===== src/rtl/spi_pkg.sv =====
// Shared definitions for the SPI mode-0 master: state encoding and divider limits.
package spi_pkg;

    // Smallest sck half-period (in clk cycles) a clk-synchronised slave can follow.
    localparam int SPI_MIN_CLK_DIV = 4;

    typedef enum logic [2:0] {
        ST_IDLE  = 3'd0,
        ST_SETUP = 3'd1,
        ST_SHIFT = 3'd2,
        ST_HOLD  = 3'd3,
        ST_GAP   = 3'd4
    } spi_state_e;

    function automatic bit spi_clk_div_ok(input int clk_div);
        return clk_div >= SPI_MIN_CLK_DIV;
    endfunction

endpackage


===== src/rtl/spi_clk_div.sv =====
// Down-counting divider: one-cycle tick every CLK_DIV enabled clk cycles, restartable by clr_i.
module spi_clk_div #(
    parameter int CLK_DIV = 8
) (
    input  logic clk,
    input  logic rst,
    input  logic en_i,
    input  logic clr_i,
    output logic tick_o
);

    localparam int CW = (CLK_DIV > 2) ? $clog2(CLK_DIV) : 1;
    localparam logic [CW-1:0] RELOAD = CW'(CLK_DIV - 1);

    logic [CW-1:0] cnt_q;
    logic [CW-1:0] cnt_d;

    always_comb begin
        cnt_d = cnt_q;
        if (clr_i) begin
            cnt_d = RELOAD;
        end else if (en_i) begin
            cnt_d = (cnt_q == '0) ? RELOAD : cnt_q - 1'b1;
        end
    end

    assign tick_o = en_i && !clr_i && (cnt_q == '0);

    always_ff @(posedge clk) begin
        if (rst) begin
            cnt_q <= RELOAD;
        end else begin
            cnt_q <= cnt_d;
        end
    end

endmodule


===== src/rtl/spi_master.sv =====
// SPI mode-0 master: one full-duplex DATA_WIDTH-bit word per start pulse, MSB first.
//
// state | meaning
// IDLE  | ss high, sck low, waiting for start
// SETUP | ss low, first mosi bit settling for CLK_DIV cycles
// SHIFT | sck toggling every CLK_DIV cycles, sample on rise, drive on fall
// HOLD  | sck low: trailing low half-period plus CLK_DIV hold before ss rises
// GAP   | ss high, busy still high so the slave can reload its word
module spi_master
    import spi_pkg::*;
#(
    parameter int DATA_WIDTH    = 16,
    parameter int BIT_CNT_WIDTH = 4,
    parameter int CLK_DIV       = 8
) (
    input  logic                  clk,
    input  logic                  rst,
    input  logic                  start,
    input  logic [DATA_WIDTH-1:0] din,
    output logic                  busy,
    output logic                  done,
    output logic [DATA_WIDTH-1:0] dout,
    output logic                  ss,
    output logic                  sck,
    output logic                  mosi,
    input  logic                  miso
);

    if (!spi_clk_div_ok(CLK_DIV)) begin : g_bad_clk_div
        $error("spi_master: CLK_DIV below SPI_MIN_CLK_DIV");
    end
    if ((2 ** BIT_CNT_WIDTH) != DATA_WIDTH) begin : g_bad_cnt_width
        $error("spi_master: 2**BIT_CNT_WIDTH must equal DATA_WIDTH");
    end

    localparam logic [BIT_CNT_WIDTH-1:0] LAST_BIT = BIT_CNT_WIDTH'(DATA_WIDTH - 1);

    spi_state_e state_q, state_d;

    logic                     ss_q, ss_d;
    logic                     sck_q, sck_d;
    logic                     mosi_q, mosi_d;
    logic                     busy_q, busy_d;
    logic                     done_q, done_d;
    logic [DATA_WIDTH-1:0]    dout_q, dout_d;
    logic [DATA_WIDTH-1:0]    shreg_q, shreg_d;
    logic [BIT_CNT_WIDTH-1:0] bit_cnt_q, bit_cnt_d;
    logic                     tail_q, tail_d;
    logic                     lock_q, lock_d;

    logic div_en;
    logic div_clr;
    logic tick;

    assign div_en = (state_q != ST_IDLE);

    spi_clk_div #(
        .CLK_DIV (CLK_DIV)
    ) u_clk_div (
        .clk    (clk),
        .rst    (rst),
        .en_i   (div_en),
        .clr_i  (div_clr),
        .tick_o (tick)
    );

    always_comb begin
        state_d   = state_q;
        ss_d      = ss_q;
        sck_d     = sck_q;
        mosi_d    = mosi_q;
        busy_d    = busy_q;
        done_d    = 1'b0;
        dout_d    = dout_q;
        shreg_d   = shreg_q;
        bit_cnt_d = bit_cnt_q;
        tail_d    = tail_q;
        lock_d    = 1'b0;
        div_clr   = 1'b0;

        case (state_q)
            ST_IDLE: begin
                ss_d      = 1'b1;
                sck_d     = 1'b0;
                bit_cnt_d = '0;
                tail_d    = 1'b0;
                // lock_q blocks a start in the first cycle busy reads low
                if (start && !lock_q) begin
                    shreg_d = din;
                    mosi_d  = din[DATA_WIDTH-1];
                    ss_d    = 1'b0;
                    busy_d  = 1'b1;
                    div_clr = 1'b1;
                    state_d = ST_SETUP;
                end
            end

            ST_SETUP: begin
                if (tick) begin
                    sck_d   = 1'b1;
                    shreg_d = {shreg_q[DATA_WIDTH-2:0], miso};
                    state_d = ST_SHIFT;
                end
            end

            ST_SHIFT: begin
                if (tick) begin
                    if (!sck_q) begin
                        sck_d   = 1'b1;
                        shreg_d = {shreg_q[DATA_WIDTH-2:0], miso};
                    end else begin
                        sck_d = 1'b0;
                        if (bit_cnt_q == LAST_BIT) begin
                            state_d = ST_HOLD;
                        end else begin
                            mosi_d    = shreg_q[DATA_WIDTH-1];
                            bit_cnt_d = bit_cnt_q + 1'b1;
                        end
                    end
                end
            end

            ST_HOLD: begin
                // First tick ends the final sck-low half-period, second ends the hold.
                if (tick) begin
                    if (!tail_q) begin
                        tail_d = 1'b1;
                    end else begin
                        ss_d    = 1'b1;
                        done_d  = 1'b1;
                        dout_d  = shreg_q;
                        state_d = ST_GAP;
                    end
                end
            end

            ST_GAP: begin
                if (tick) begin
                    busy_d  = 1'b0;
                    lock_d  = 1'b1;
                    state_d = ST_IDLE;
                end
            end

            default: begin
                state_d = ST_IDLE;
            end
        endcase
    end

    always_ff @(posedge clk) begin
        if (rst) begin
            state_q   <= ST_IDLE;
            ss_q      <= 1'b1;
            sck_q     <= 1'b0;
            mosi_q    <= 1'b0;
            busy_q    <= 1'b0;
            done_q    <= 1'b0;
            dout_q    <= '0;
            shreg_q   <= '0;
            bit_cnt_q <= '0;
            tail_q    <= 1'b0;
            lock_q    <= 1'b0;
        end else begin
            state_q   <= state_d;
            ss_q      <= ss_d;
            sck_q     <= sck_d;
            mosi_q    <= mosi_d;
            busy_q    <= busy_d;
            done_q    <= done_d;
            dout_q    <= dout_d;
            shreg_q   <= shreg_d;
            bit_cnt_q <= bit_cnt_d;
            tail_q    <= tail_d;
            lock_q    <= lock_d;
        end
    end

    assign ss   = ss_q;
    assign sck  = sck_q;
    assign mosi = mosi_q;
    assign busy = busy_q;
    assign done = done_q;
    assign dout = dout_q;

endmodule


===== config.mk =====
export PLATFORM = sky130hd
export DESIGN_NAME = spi_master
export DESIGN_NICKNAME = d
export VERILOG_FILES = /design/src/rtl/spi_pkg.sv /design/src/rtl/spi_clk_div.sv /design/src/rtl/spi_master.sv
export SDC_FILE = /design/constraint.sdc
export NUM_CORES = 1
export LEC_CHECK = 0
export BUFFER_PORTS_ARGS = -buffer_cell sky130_fd_sc_hd__buf_2
export CAP_MARGIN = 20
export CORE_MARGIN = 2
export CORE_UTILIZATION = 35
export DETAILED_ROUTE_END_ITERATION = 8
export GPL_TIMING_DRIVEN = 0
export HOLD_SLACK_MARGIN = 0.15
export PLACE_DENSITY = 0.6
export SKIP_CTS_REPAIR_TIMING = 1
export SLEW_MARGIN = 20
export SYNTH_ARGS = -nofsm -noshare
export SYNTH_HDL_FRONTEND = slang
export SYNTH_SLANG_ARGS = --single-unit

===== constraint.sdc =====
create_clock -name clk -period 3.5 [get_ports clk]
set_input_delay 0.7 -clock clk [delete_from_list [all_inputs] [get_ports clk]]
set_output_delay 0.7 -clock clk [all_outputs]
set_load 0.02 [all_outputs]

# Word-level counts from Yosys, hierarchy flattened
# Index checks and enable logic that the tools add are counted.
[word_totals]
input_bits = 20
wordCells = 96
register_bits = 49
out_inout_bits = 21
[op_classes]
reduce_logical = 24
n_bitwise = 3
eq_ne = 15
addsub = 2
mux = 40
[ops]
columns = ["op", "count"]
rows = [
  ["2-to-1 mux 16 bit", 4],
  ["case mux 16 bit (3 select lines)", 1],
  ["2-to-1 mux 3 bit", 9],
  ["inequality test 2 bit (second input constant)", 10],
  ["2-to-1 mux 1 bit", 16],
  ["case mux 3 bit (5 select lines)", 1],
  ["2-to-1 mux 4 bit", 3],
  ["AND reduction 3 bit", 4],
  ["AND reduction 5 bit", 2],
  ["case mux 1 bit (2 select lines)", 4],
  ["case mux 4 bit (2 select lines)", 1],
  ["AND reduction 8 bit", 1],
  ["equality test 3 x 2 -> 1 bit (second input constant)", 2],
  ["logical NOT 3 bit", 2],
  ["nonzero test 2 bit", 3],
  ["nonzero test 3 bit", 2],
  ["adder 4 x 1 -> 4 bit (second input constant)", 1],
  ["equality test 4 bit (second input constant)", 1],
  ["AND reduction 4 bit", 1],
  ["OR reduction 2 bit", 2],
  ["equality test 3 x 1 -> 1 bit (second input constant)", 1],
  ["equality test 3 bit (second input constant)", 1],
  ["logical AND 1 bit", 3],
  ["inverter 1 bit", 3],
  ["other kinds (5)", 6],
]

# Depth between registers and ports, before layout
[depth]
ltp_word = 9
mapped_depth = 8
ltp_nobuf = 6

# By module
# From an unflattened synthesis, not the netlist that was laid out.
[hier_totals]
hier_cells = 238
hier_area_um2 = 2254.7
[by_module_without_submodules]
columns = ["mod", "cells_each", "area_per_inst_um2", "n_inst", "seq_area_each_um2"]
rows = [
  ["spi_master", 219, 2090.8, 1, 920.9],
  ["spi_clk_div", 19, 163.9, 1, 60.1],
]

# Worst setup path before layout
# Ideal clock, no wire load.
[synth_timing]
path_type = "input to register"
startpoint = "in start"
endpoint = "reg shreg_q[14]"
path_stages = 5
path_buffers = 1
arrival_ps = 1736
setup_slack_ps = 1676
setup_ps = 88
required_time_ps = 3412
cell_sequence = "or4b_4 > o311ai_4 > buf_8 > a21oi_2 > a311oi_2"
[synth_between]
elab_chain_len = 8
elab_cells_between_ends = 10
cone_classes = "eq/ne: 3; mux: 2; reduce/logical: 5"
[synth_rtl]
columns = ["item", "line", "rtl"]
rows = [
  ["start: declaration", "spi_master.sv:18", "input logic start,"],
  ["logical AND 1 bit (*)", "spi_master.sv:88", "if (start && !lock_q) begin"],
  ["2-to-1 mux 1 bit", "spi_master.sv:88", ""],
  ["2-to-1 mux 1 bit", "spi_master.sv:81", "case (state_q)"],
  ["logical NOT 1 bit", "spi_clk_div.sv:27", "assign tick_o = en_i && !clr_i && (cnt_q == '0);"],
  ["logical AND 1 bit (2 in a row)", "spi_clk_div.sv:27", ""],
  ["inequality test 2 bit (no line)", "--", ""],
  ["AND reduction 5 bit (no line) (*)", "--", ""],
  ["end signal: assignment", "spi_master.sv:172", "shreg_q <= shreg_d;"],
  ["end: declaration", "spi_master.sv:46", "logic [DATA_WIDTH-1:0] shreg_q, shreg_d;"],
]
# Every way passes the cells marked *; elsewhere a longest branch is shown, timed or not.
# A chain may end at the register's enable or synchronous reset.

# Final worst setup path
[layout_timing]
startpoint = "reg u_clk_div.cnt_q[0]"
endpoint = "reg dout_q[15] (netlist: dout[15])"
[layout_between]
elab_chain_len = 3
[layout_rtl]
columns = ["item", "line", "rtl"]
rows = [
  ["start: declaration", "spi_clk_div.sv:15", "logic [CW-1:0] cnt_q;"],
  ["start signal: assignment", "spi_clk_div.sv:33", "cnt_q <= cnt_d;"],
  ["logical NOT 3 bit", "spi_clk_div.sv:27", ""],
  ["logical AND 1 bit", "spi_clk_div.sv:27", ""],
  ["AND reduction 3 bit (no line)", "--", ""],
  ["end signal: assignment", "spi_master.sv:171", "dout_q <= dout_d;"],
  ["end: declaration", "spi_master.sv:45", "logic [DATA_WIDTH-1:0] dout_q, dout_d;"],
]
# Every way passes these cells.

==> flow_metrics.py <==
metrics = {
    "status": {
        "run_status": "completed",
    },
    "layout": {
        "antennaDiodeCount": 0,
        "multi_input_area_mm2": 0.001281,
        "postLayoutCoreUtil_pct": 41.65,
        "final.fill_count": 706,
        "final_cell_count_no_fill": 387,
        "final_instance_area_mm2": 0.002814,
        "layout-drive-gt1-share_pct": 29.32,
        "finalNetCount": 329,
        "area.sequential_um2": 980.9,
        "areaGrowthSynthToFinish_pct": 15.93,
    },
    "cts": {
        "clock_buffers_created_by_tritoncts": 5,
        "cts.path.max_buffers": 2,
        "clock-root-buffer": "sky130_fd_sc_hd__clkbuf_8",
        "path_clk_slew_ps": 100,
        "clock_insertion_delay_worst_skew_ps": 310,
        "clkSinkCount": 49,
        "cts-htree-levels": 2,
        "tritoncts_clock_tree": "built",
    },
    "global_routing": {
        "antenna_found_initial": 0,
        "grt_pass1_wl_um": 9549,
        "via_count_of_the_first_global_routing_pass": 1928,
        "grt_usage_pct": 16.06,
        "grt_max_degree": 16,
        "grt_overflow_total": 0,
    },
    "hold_path": {
        "min_delay_worst_endpoint": "dout[13]",
        "hold_path.class": "flip-flop to flip-flop",
        "hp-start": "dout[13]",
        "min_path_cells": 2,
    },
    "timing": {
        "max_slew_margin_pct": 51.95,
        "final_min_period_over_clock_period_pct": 58.87,
        "min_period_ps": 2061,
        "fmaxAchievable_ghz": 0.4853,
        "grt_setup_unrepaired": "no",
        "slew_violations": 0,
        "totalNegativeSetupSlack_ps": 0,
        "report.final.setup_viol": 0,
        "number_of_hold_violations_in_the_final_report": 0,
        "clock-skew-final_ps": 9.713,
        "worst_margin_pin_slew_ps": 720.7,
    },
    "setup_path": {
        "critical_path.reg2reg.endpoint": "dout[15]",
        "worst_ep_required_time_ps": 3740,
        "slowest_stage_delay_cp_ps": 500,
        "regToRegSetupSlack_ps": 1440,
        "end_kind": "flip-flop",
        "path_cells": "inv_1 -> ha_1 -> nand2b_1 -> buf_2 -> nor3_2 -> buf_2 -> nand2_1 -> a21oi_1",
        "cell_at_the_slowest_stage_of_the_critical_path": "sky130_fd_sc_hd__nor3_2",
        "crit_fanout": 10,
        "critPathMostFrequentCell": "sky130_fd_sc_hd__buf_2",
        "timing.reg2reg.worst_path_depth": 8,
        "timing.critical_path.arrival_ps": 2310,
        "critical_path.startpoint_type": "flip-flop",
        "worstReg2RegStart": "u_clk_div.cnt_q[0]",
        "critPathKind": "flip-flop to flip-flop",
    },
    "floorplan": {
        "floorplan.initialDensity_pct": 35.93,
        "die_area_mm2": 0.007617,
        "number_of_ports_placed_on_the_die_boundary": 41,
        "placementRows": 30,
        "die_x_um": 87.28,
        "placeableCoreArea_mm2": 0.006756,
        "die_y_um": 87.28,
    },
    "detailed_routing": {
        "ant_nets": 0,
        "vias": 2112,
        "drt_iter0_markers": 264,
        "number_of_remaining_drc_errors": 0,
        "vias_per_cell": 5.457,
        "detail_route.wirelength_um": 5866,
        "drt-pass1-iter-count": 4,
        "detail_route.wl_per_cell_um": 15.16,
    },
    "power_and_ir_drop": {
        "power_density_mw_per_mm2": 721.0,
        "cellInternalPower_mw": 1.233,
        "switching_share_pct": 39.25,
        "net-switching-power_uw": 796.3,
        "seq_power_share_pct": 35.7,
        "comb_power_share_pct": 47.2,
        "total_power_mw": 2.029,
        "leakagePower_nw": 1.101,
        "worst_ir_drop_vdd_uv": 274.3,
        "clkPwrFrac_pct": 17.1,
    },
    "yosys": {
        "synth.largest_area_cell": "sky130_fd_sc_hd__dfxtp_1",
        "synth.cell_area_mm2": 0.002427,
        "synth-async-reset-ratio_pct": 0,
        "synth_sequential_area_ratio_pct": 40.41,
        "syn-mean-instance-area_um2": 9.372,
        "synthDominantCellAreaShare_pct": 40.41,
        "synth.ff_latch_count": 49,
        "ys_warn_count": 0,
        "synth_nets": 282,
        "synth_flop_cell": "sky130_fd_sc_hd__dfxtp_1",
        "post_synth_most_frequent_cells": "sky130_fd_sc_hd__dfxtp_1, sky130_fd_sc_hd__a21oi_1, sky130_fd_sc_hd__nand2_1, sky130_fd_sc_hd__mux2i_1, sky130_fd_sc_hd__a311oi_2",
        "most_repeated_cell_in_the_gate_level_netlist_after_synthesis": "sky130_fd_sc_hd__dfxtp_1",
        "dominant_cells_by_area_after_synthesis": "sky130_fd_sc_hd__dfxtp_1, sky130_fd_sc_hd__a311oi_2, sky130_fd_sc_hd__a21oi_1",
        "synthCells": 259,
        "post_synth_num_cell_types": 45,
        "synth-edff-count": 0,
    },
    "place": {
        "io_buffers": 40,
        "finalWeightedCongestion": 0.8971,
        "dp_hpwl_um": 4144,
        "post_dp_cell_area_mm2": 0.002728,
        "dpl.cell_count": 379,
    },
    "run": {
        "cap_violations": 0,
    },
}
## cell usage in the layout (no fill, tap or decap), types with 2 or more instances in the layout
cell type	instances
sky130_fd_sc_hd__buf_6	2
sky130_fd_sc_hd__nand2b_1	4
sky130_fd_sc_hd__buf_2	49
sky130_fd_sc_hd__a21oi_2	6
sky130_fd_sc_hd__o21ai_0	5
sky130_fd_sc_hd__a31o_2	2
sky130_fd_sc_hd__inv_1	6
sky130_fd_sc_hd__xnor2_1	2
sky130_fd_sc_hd__mux2i_1	19
sky130_fd_sc_hd__nor2_1	6
sky130_fd_sc_hd__ha_1	3
sky130_fd_sc_hd__clkbuf_8	5
sky130_fd_sc_hd__nand2_1	38
sky130_fd_sc_hd__buf_8	2
sky130_fd_sc_hd__or3_1	4
sky130_fd_sc_hd__a311oi_2	14
sky130_fd_sc_hd__a21oi_1	38
sky130_fd_sc_hd__and3_1	2
sky130_fd_sc_hd__buf_4	2
sky130_fd_sc_hd__nand3_1	8
sky130_fd_sc_hd__a311oi_1	4
sky130_fd_sc_hd__clkbuf_1	7
sky130_fd_sc_hd__nor3_1	6
sky130_fd_sc_hd__dfxtp_1	49
## power by group through the flow
stage | Clock (mW) | Sequential [mW] | Combinational [mW]
2_1_floorplan | 0 | 0.733 | 0.777
3_3_place_gp | 0 | 0.733 | 0.943
3_5_place_dp | 0 | 0.735 | 0.950
4_1_cts | 0.354 | 0.722 | 0.954
5_1_grt | 0.378 | 0.736 | 1.04
6_report | 0.348 | 0.723 | 0.958
## registers in the layout (all words and copies together), names as in the netlist
name	count
u_clk_div.cnt_q	3
shreg_q	16
tail_q	1
ss	1
busy	1
done	1
mosi	1
dout	16
lock_q	1
sck	1
bit_cnt_q	4
state_q	3
## how the worst max path moves through the flow
stage                                   from           to  slack, ps  depth (start not counted)
after floorplan                        start  shreg_q[14]       1680                          5
after global placement                 start   shreg_q[9]       1440                          6
after detailed placement               start  shreg_q[10]       1410                          6
after CTS                 u_clk_div.cnt_q[0]     dout[15]       1420                          8
after global routing      u_clk_div.cnt_q[0]     dout[15]       1200                          8
final                     u_clk_div.cnt_q[0]     dout[15]       1440                          8
## kinds of logic after synthesis
family | count (synthesis) | share of synthesized area [%]
AO/OA/AOI/OAI | 77 | 26.13
XOR/XNOR | 2 | 0.7218
adder cells (fa/ha/maj) | 3 | 1.547
buffers and inverters | 29 | 6.803
flip-flops | 49 | 40.41
multiplexers | 19 | 7.835
AND/OR/NAND/NOR | 80 | 16.55
## critical path: cells and delay by family (launching register included)
kind	cells	cell delay (ps)
buf+inv	3	620
compound gates	1	120
flops	1	330
fa+ha+maj	1	260
simple gates	3	670
## per-stage QoR
stage,hold slack [ps],worst slack [ps]
finish,455.3,1439
detailed placement,445.7,1407
CTS,459.6,1424
floorplan,444.3,1676
global route,476.7,1205
global placement,441.3,1441
## layout make-up
| class | count | area share [%] |
|---|---|---|
| sequential | 49 | 34.86 |
| clock inverter | 2 | 0.4891 |
| timing repair buffer | 40 | 7.114 |
| clock buffer | 6 | 2.579 |
| multi-input combinational | 181 | 45.53 |
| buffer | 22 | 4.936 |
| inverter | 7 | 0.9337 |
| tap | 80 | 3.557 |
## per-layer routing
layer  routed length (um)  share of wire, %  global-route usage, %
met1                 2993                51                  23.20
met2                 2571                44                  23.69
met3                  229               3.9                  3.507
met4                   73               1.2                  5.175
met5                    0                 0                      0
(Power assumes the default switching activity.)
